==> config.mk <==
export PLATFORM = sky130hd
export DESIGN_NAME = decode_hazard_stage
export DESIGN_NICKNAME = d
export VERILOG_FILES = /design/src/rtl/decode_hazard_stage.sv
export SDC_FILE = /design/constraint.sdc
export NUM_CORES = 2
export LEC_CHECK = 0
export ABC_AREA = 1
export ABC_CLOCK_PERIOD_IN_PS = 2070
export CAP_MARGIN = 10
export CORE_MARGIN = 8
export CORE_UTILIZATION = 55
export DETAILED_ROUTE_END_ITERATION = 6
export PLACE_DENSITY = 0.7
export SLEW_MARGIN = 20
export SYNTH_ARGS = -nofsm -noshare
export SYNTH_HDL_FRONTEND = slang
export SYNTH_SLANG_ARGS = --single-unit
export TNS_END_PERCENT = 1
==> constraint.sdc <==
create_clock -name clk -period 2.07 [get_ports clk]
set_input_delay 0.207 -clock clk [delete_from_list [all_inputs] [get_ports clk]]
set_output_delay 0.207 -clock clk [all_outputs]
set_load 0.05 [all_outputs]
==> src/rtl/decode_hazard_stage.sv <==
// Decode stage with register file, load-use scoreboard and a one-entry output register.
// Optional feature: define DECODE_WB_BYPASS_EN to forward same-cycle write-back data and pending clears.
module decode_hazard_stage #(
    parameter int DATA_W = 32,
    parameter int ADDR_W = 5,
    parameter int PC_W   = 32,
    parameter int IMM_W  = 16
) (
    input  logic              clk,
    input  logic              reset,
    input  logic              in_valid,
    output logic              in_ready,
    input  logic [PC_W-1:0]   in_pc,
    input  logic [ADDR_W-1:0] in_addr_a,
    input  logic [ADDR_W-1:0] in_addr_b,
    input  logic [ADDR_W-1:0] in_addr_d,
    input  logic [IMM_W-1:0]  in_imm,
    input  logic              in_imm_sext,
    input  logic              in_wb_en,
    input  logic              in_mem_r_en,
    input  logic              in_mem_w_en,
    input  logic              in_is_branch,
    input  logic              in_is_imm,
    input  logic [1:0]        in_alu_op,
    input  logic              flush,
    input  logic              wb_en,
    input  logic [ADDR_W-1:0] wb_addr,
    input  logic [DATA_W-1:0] wb_data,
    input  logic              wb_is_load,
    output logic              out_valid,
    input  logic              out_ready,
    output logic [PC_W-1:0]   out_pc,
    output logic [DATA_W-1:0] out_data_a,
    output logic [DATA_W-1:0] out_data_b,
    output logic [DATA_W-1:0] out_imm,
    output logic [ADDR_W-1:0] out_addr_a,
    output logic [ADDR_W-1:0] out_addr_b,
    output logic [ADDR_W-1:0] out_addr_d,
    output logic [1:0]        out_alu_op,
    output logic              out_wb_en,
    output logic              out_mem_r_en,
    output logic              out_mem_w_en,
    output logic              out_is_branch,
    output logic              out_is_imm,
    output logic [15:0]       stall_cnt
);

    localparam int DEPTH = 1 << ADDR_W;

    logic [DATA_W-1:0] regs [DEPTH];
    logic [DEPTH-1:0]  pending;
    logic [DEPTH-1:0]  set_mask;
    logic [DEPTH-1:0]  clear_mask;
    logic [DEPTH-1:0]  visible_pending;
    logic [DATA_W-1:0] read_a;
    logic [DATA_W-1:0] read_b;
    logic [DATA_W-1:0] imm_ext;
    logic              wb_write;
    logic              wb_clear;
    logic              load_xfer;
    logic              load_in_out;
    logic              hz_a;
    logic              hz_b;
    logic              hazard;
    logic              accept;

    assign wb_write    = wb_en && (wb_addr != '0);
    assign wb_clear    = wb_write && wb_is_load;
    assign load_in_out = out_valid && out_mem_r_en;
    assign load_xfer   = out_valid && out_ready && !flush && out_mem_r_en && out_wb_en
                         && (out_addr_d != '0);
    assign set_mask    = load_xfer ? (DEPTH'(1) << out_addr_d) : '0;
    assign clear_mask  = wb_clear ? (DEPTH'(1) << wb_addr) : '0;

    always_comb begin
        read_a          = (in_addr_a == '0) ? '0 : regs[in_addr_a];
        read_b          = (in_addr_b == '0) ? '0 : regs[in_addr_b];
        visible_pending = pending;
`ifdef DECODE_WB_BYPASS_EN
        // A load write-back landing this cycle resolves its own hazard immediately.
        visible_pending = pending & ~clear_mask;
        if (wb_write && (wb_addr == in_addr_a) && (in_addr_a != '0)) read_a = wb_data;
        if (wb_write && (wb_addr == in_addr_b) && (in_addr_b != '0)) read_b = wb_data;
`endif
        hz_a = (in_addr_a != '0) &&
               (visible_pending[in_addr_a] || (load_in_out && (out_addr_d == in_addr_a)));
        hz_b = (in_addr_b != '0) &&
               (visible_pending[in_addr_b] || (load_in_out && (out_addr_d == in_addr_b)));
    end

    assign hazard   = in_valid && (hz_a || hz_b);
    assign in_ready = reset && (flush || (!hazard && (!out_valid || out_ready)));
    assign accept   = in_valid && in_ready && !flush;
    assign imm_ext  = in_imm_sext ? DATA_W'($signed(in_imm)) : DATA_W'(in_imm);

    always_ff @(posedge clk or negedge reset) begin
        if (!reset) begin
            for (int i = 0; i < DEPTH; i++) regs[i] <= '0;
        end else if (wb_write) begin
            regs[wb_addr] <= wb_data;
        end
    end

    // Set is applied after clear so a same-cycle set on the same register wins.
    always_ff @(posedge clk or negedge reset) begin
        if (!reset) pending <= '0;
        else        pending <= (pending & ~clear_mask) | set_mask;
    end

    always_ff @(posedge clk or negedge reset) begin
        if (!reset) begin
            out_valid     <= 1'b0;
            out_pc        <= '0;
            out_data_a    <= '0;
            out_data_b    <= '0;
            out_imm       <= '0;
            out_addr_a    <= '0;
            out_addr_b    <= '0;
            out_addr_d    <= '0;
            out_alu_op    <= '0;
            out_wb_en     <= 1'b0;
            out_mem_r_en  <= 1'b0;
            out_mem_w_en  <= 1'b0;
            out_is_branch <= 1'b0;
            out_is_imm    <= 1'b0;
        end else if (flush) begin
            out_valid <= 1'b0;
        end else if (accept) begin
            out_valid     <= 1'b1;
            out_pc        <= in_pc;
            out_data_a    <= read_a;
            out_data_b    <= read_b;
            out_imm       <= imm_ext;
            out_addr_a    <= in_addr_a;
            out_addr_b    <= in_addr_b;
            out_addr_d    <= in_addr_d;
            out_alu_op    <= in_alu_op;
            out_wb_en     <= in_wb_en;
            out_mem_r_en  <= in_mem_r_en;
            out_mem_w_en  <= in_mem_w_en;
            out_is_branch <= in_is_branch;
            out_is_imm    <= in_is_imm;
        end else if (out_ready) begin
            out_valid <= 1'b0;
        end
    end

    always_ff @(posedge clk or negedge reset) begin
        if (!reset) begin
            stall_cnt <= '0;
        end else if (hazard && !flush && (stall_cnt != 16'hFFFF)) begin
            stall_cnt <= stall_cnt + 16'd1;
        end
    end

endmodule

==> flow_metrics.env <==
export IMPL_outcome="finished, violations left"
export IMPL_violations="design-rule violations, negative setup slack"
export IMPL_critPathBufInv=2
export IMPL_clock_skew_final_ps=25.6
export IMPL_synth_edf_count=0
export IMPL_gp_congestion=0.941
export IMPL_antenna_found_initial=8
export IMPL_dp_hpwl_um=166000
export IMPL_r2r_start="out_addr_d[0]"
export IMPL_ctsHtreeMaxLevel=4
export IMPL_totalWireLength_um=260000
export IMPL_crit_path_end_kind="output port"
export IMPL_syn_avg_cell_area_um2=7.18
export IMPL_drive_above_1_share=0.103
export IMPL_grt_busiest_layer="met2"
export IMPL_io_buffers=282
export IMPL_holdWs_ps=35.9
export IMPL_core_area_mm2=0.118
export IMPL_powerDensity_mw_per_mm2=978
export IMPL_num_rows=126
export IMPL_max_freq_ghz=0.388
export IMPL_synthCells=9080
export IMPL_final_seq_area_mm2=0.0302
export IMPL_cpPeakStageDelay_ps=360
export IMPL_place_ws_ps=-257
export IMPL_yosysSeqAreaShare=0.464
export IMPL_final_area_mm2=0.0786
export IMPL_hold_path_class="input pin to asynchronous set/reset pin"
export IMPL_synth_top_area_frac=0.464
export IMPL_tightest_slew_ps=843
export IMPL_grt_pass1_wl_um=397000
export IMPL_tritoncts="done"
export IMPL_met3_usage=0.111
export IMPL_synth_ff_latch_count=1208
export IMPL_drt_first_pass_iters=7
export IMPL_required_ps=1860
export IMPL_syn_to_final_growth_pct=20.5
export IMPL_synth_area_top_cells="dfrtp_1 (46%), nand2_1 (18%), o21ai_0 (11%)"
export IMPL_hold_viol=0
export IMPL_slew_headroom=0.438
export IMPL_clk_path_buf_depth=3
export IMPL_setup_viol=137
export IMPL_root_buffer="clkbuf_16"
export IMPL_cts_sinks=1208
export IMPL_worstPathMaxFanout=3
export IMPL_crit_path_top_delay_cell="dfrtp_1"
export IMPL_drt_iter0_markers=10681
export IMPL_synth_cell_type_count=32
export IMPL_start_util=0.554
export IMPL_cp_cell_sequence="inv_1 > nand2_1 > nand3_1 > nand3_1 > nand3_2 > nand2_2 > nand2_2 > nand3_2 > nand2_2 > nand2_4 > a21oi_4 > buf_12"
export IMPL_grt_util_met1=0.523
export IMPL_crit_path_frequent_cell="nand2_2"
export IMPL_finalCritPeriodShare=1.25
export IMPL_synth_cell_area_mm2=0.0652
export IMPL_cp_start_kind="flip-flop"
export IMPL_grt_pass1_vias=64306
export IMPL_peakVddDrop_mv=0.891
export IMPL_grt_max_degree=147
export IMPL_cts_buffers_inserted=137
export IMPL_arrival_ps=2370
export IMPL_clock_latency_ps=770
export IMPL_drc_errors=4
export IMPL_cts_clk_slew_worst_paths_ps=60
export IMPL_via_per_inst=6.31
export IMPL_cp_startpoint="pending[9]"
export IMPL_synth_main_ff_cell="dfrtp_1"
export IMPL_slew_viol_final=0
export IMPL_met2_usage=0.565
export IMPL_p_leak_nw=37.3
export IMPL_antenna_left=0
export IMPL_crit_type="flip-flop to output port"
export IMPL_post_dp_cell_area_mm2=0.0734
export IMPL_num_fill_cells=9996
export IMPL_track_usage=0.387
export IMPL_num_vias=69058
export IMPL_min_period_ps=2580
export IMPL_io_pins=283
export IMPL_synth_nets=9196
export IMPL_fin_nets=9407
export IMPL_grt_overflow=0
export IMPL_finalPower_mw=76.9
export IMPL_wl_per_cell_um=23.8
export IMPL_synth_top_area_cell="dfrtp_1"
export IMPL_die_height_um=360
export IMPL_fin_ws_ps=-510
export IMPL_yosys_warnings=0
export IMPL_synth_async_reset_ratio=1.00
export IMPL_drv_cap=0
export IMPL_rsz0062_at_grt="true"
export IMPL_die_area_mm2=0.130
export IMPL_die_x_um=360
export IMPL_critical_path_top_delay_family="simple AND/OR/NAND/NOR gates"
export IMPL_multi_input_area_mm2=0.0307
layer usage:
metal / share of wire / vias up
met3: 0.14 / 1077
met5: 0.00041 / -
met2: 0.42 / 5016
met1: 0.38 / 32442
met4: 0.060 / 12
li1: - / 30511
per-stage QoR:
step	instances	utilization	setup TNS (ps)
3_5_place_dp	10640	0.623	-31120
3_3_place_gp	10640	0.623	-16880
2_1_floorplan	9080	-	0
5_1_grt	10937	0.667	-36160
4_1_cts	10935	0.667	-623
6_report	10940	0.667	-21160
timing repair:
| action | in CTS | in global routing |
|---|---|---|
| setup endpoints to repair | 150 | 155 |
| pin swaps | 5 | 10 |
| resized for setup | 166 | 35 |
| hold endpoints to repair | 892 | 0 |
| hold buffers | 44 | 0 |
| setup buffers | 2 | 2 |
path summary, 6_finish.rpt:
kind | end | slack, ps | depth (start not counted)
hold reg to reg | regs[1022] | 370 | 0
setup / recovery | in_ready | -510 | 12
setup reg to reg | out_pc[19] | -280 | 13
max in group asynchronous | regs[427] | 810 | 5
hold / removal | pending[18] | 40 | 3
min in group clk | out_pc[0] | 40 | 3
registers in the layout, indices dropped and copies added (netlist names), 16 cells and up:
register and flops:
out_pc 32, regs 1024, out_data_a 32, pending 32
out_imm 17, out_data_b 32, stall_cnt 16
layout by cell type, fill, tap and decap left out, types with 3 or more instances in the layout:
master	n
nand3_2	11
nand3_1	750
clkdlybuf4s50_1	104
nand4_1	163
clkbuf_8	31
o22ai_1	125
clkbuf_1	21
nor3_1	42
dfrtp_2	6
inv_16	3
buf_4	426
o21ai_1	6
o21ai_0	1389
dlygate4sd3_1	43
a21oi_1	423
o31ai_1	136
xor2_1	8
buf_8	4
xnor2_1	7
nand2_2	11
inv_6	13
inv_1	93
buf_12	210
nor2_1	662
bufinv_16	17
inv_2	26
o211ai_1	3
nand2_1	3101
clkinv_2	30
dfrtp_1	1202
diode_2	3
nand2_4	25
clkbuf_16	143
dlygate4sd2_1	143
buf_6	3
power breakdown:
group | internal (mW) | switching, mW
registers | 28.2 | 3.75
clock network | 15.9 | 10.5
logic | 6.35 | 12.2
worst min-delay path, cell delays in order:
cell,delay [ps]
dlygate4sd3_1,590
buf_12,130
buf_12,230
kinds of logic after synthesis:
| family | after synthesis | share of synthesized area |
|---|---|---|
| flops | 1208 | 0.464 |
| compound gates | 2085 | 0.168 |
| simple gates | 4771 | 0.297 |
| buf+inv | 1000 | 0.0692 |
| fa+ha+maj | 1 | 0.000192 |
| xor+xnor | 15 | 0.00201 |
layout make-up:
class,instances,share of cell area
inverters,133,0.00721
diodes,3,0.0000955
clock inverters,54,0.00951
clock buffers,195,0.0520
flip-flops and latches,1208,0.385
well taps,1536,0.0245
multi-input cells,6872,0.391
repair buffers,939,0.131
cell usage after synthesis (7+ instances only):
cell      number
o31ai_1      136
clkbuf_1     452
nor3_1        42
nand2_1     3117
buf_4         45
dfrtp_1     1208
o21ai_0     1389
nand4_1      163
o22ai_1      125
xor2_1         8
inv_1        121
xnor2_1        7
nand2_2       20
buf_1         47
nand3_1      761
a21oi_1      425
buf_2        295
buf_6         27
nor2_1       663
No activity file was read; power rests on OpenSTA's default activity.
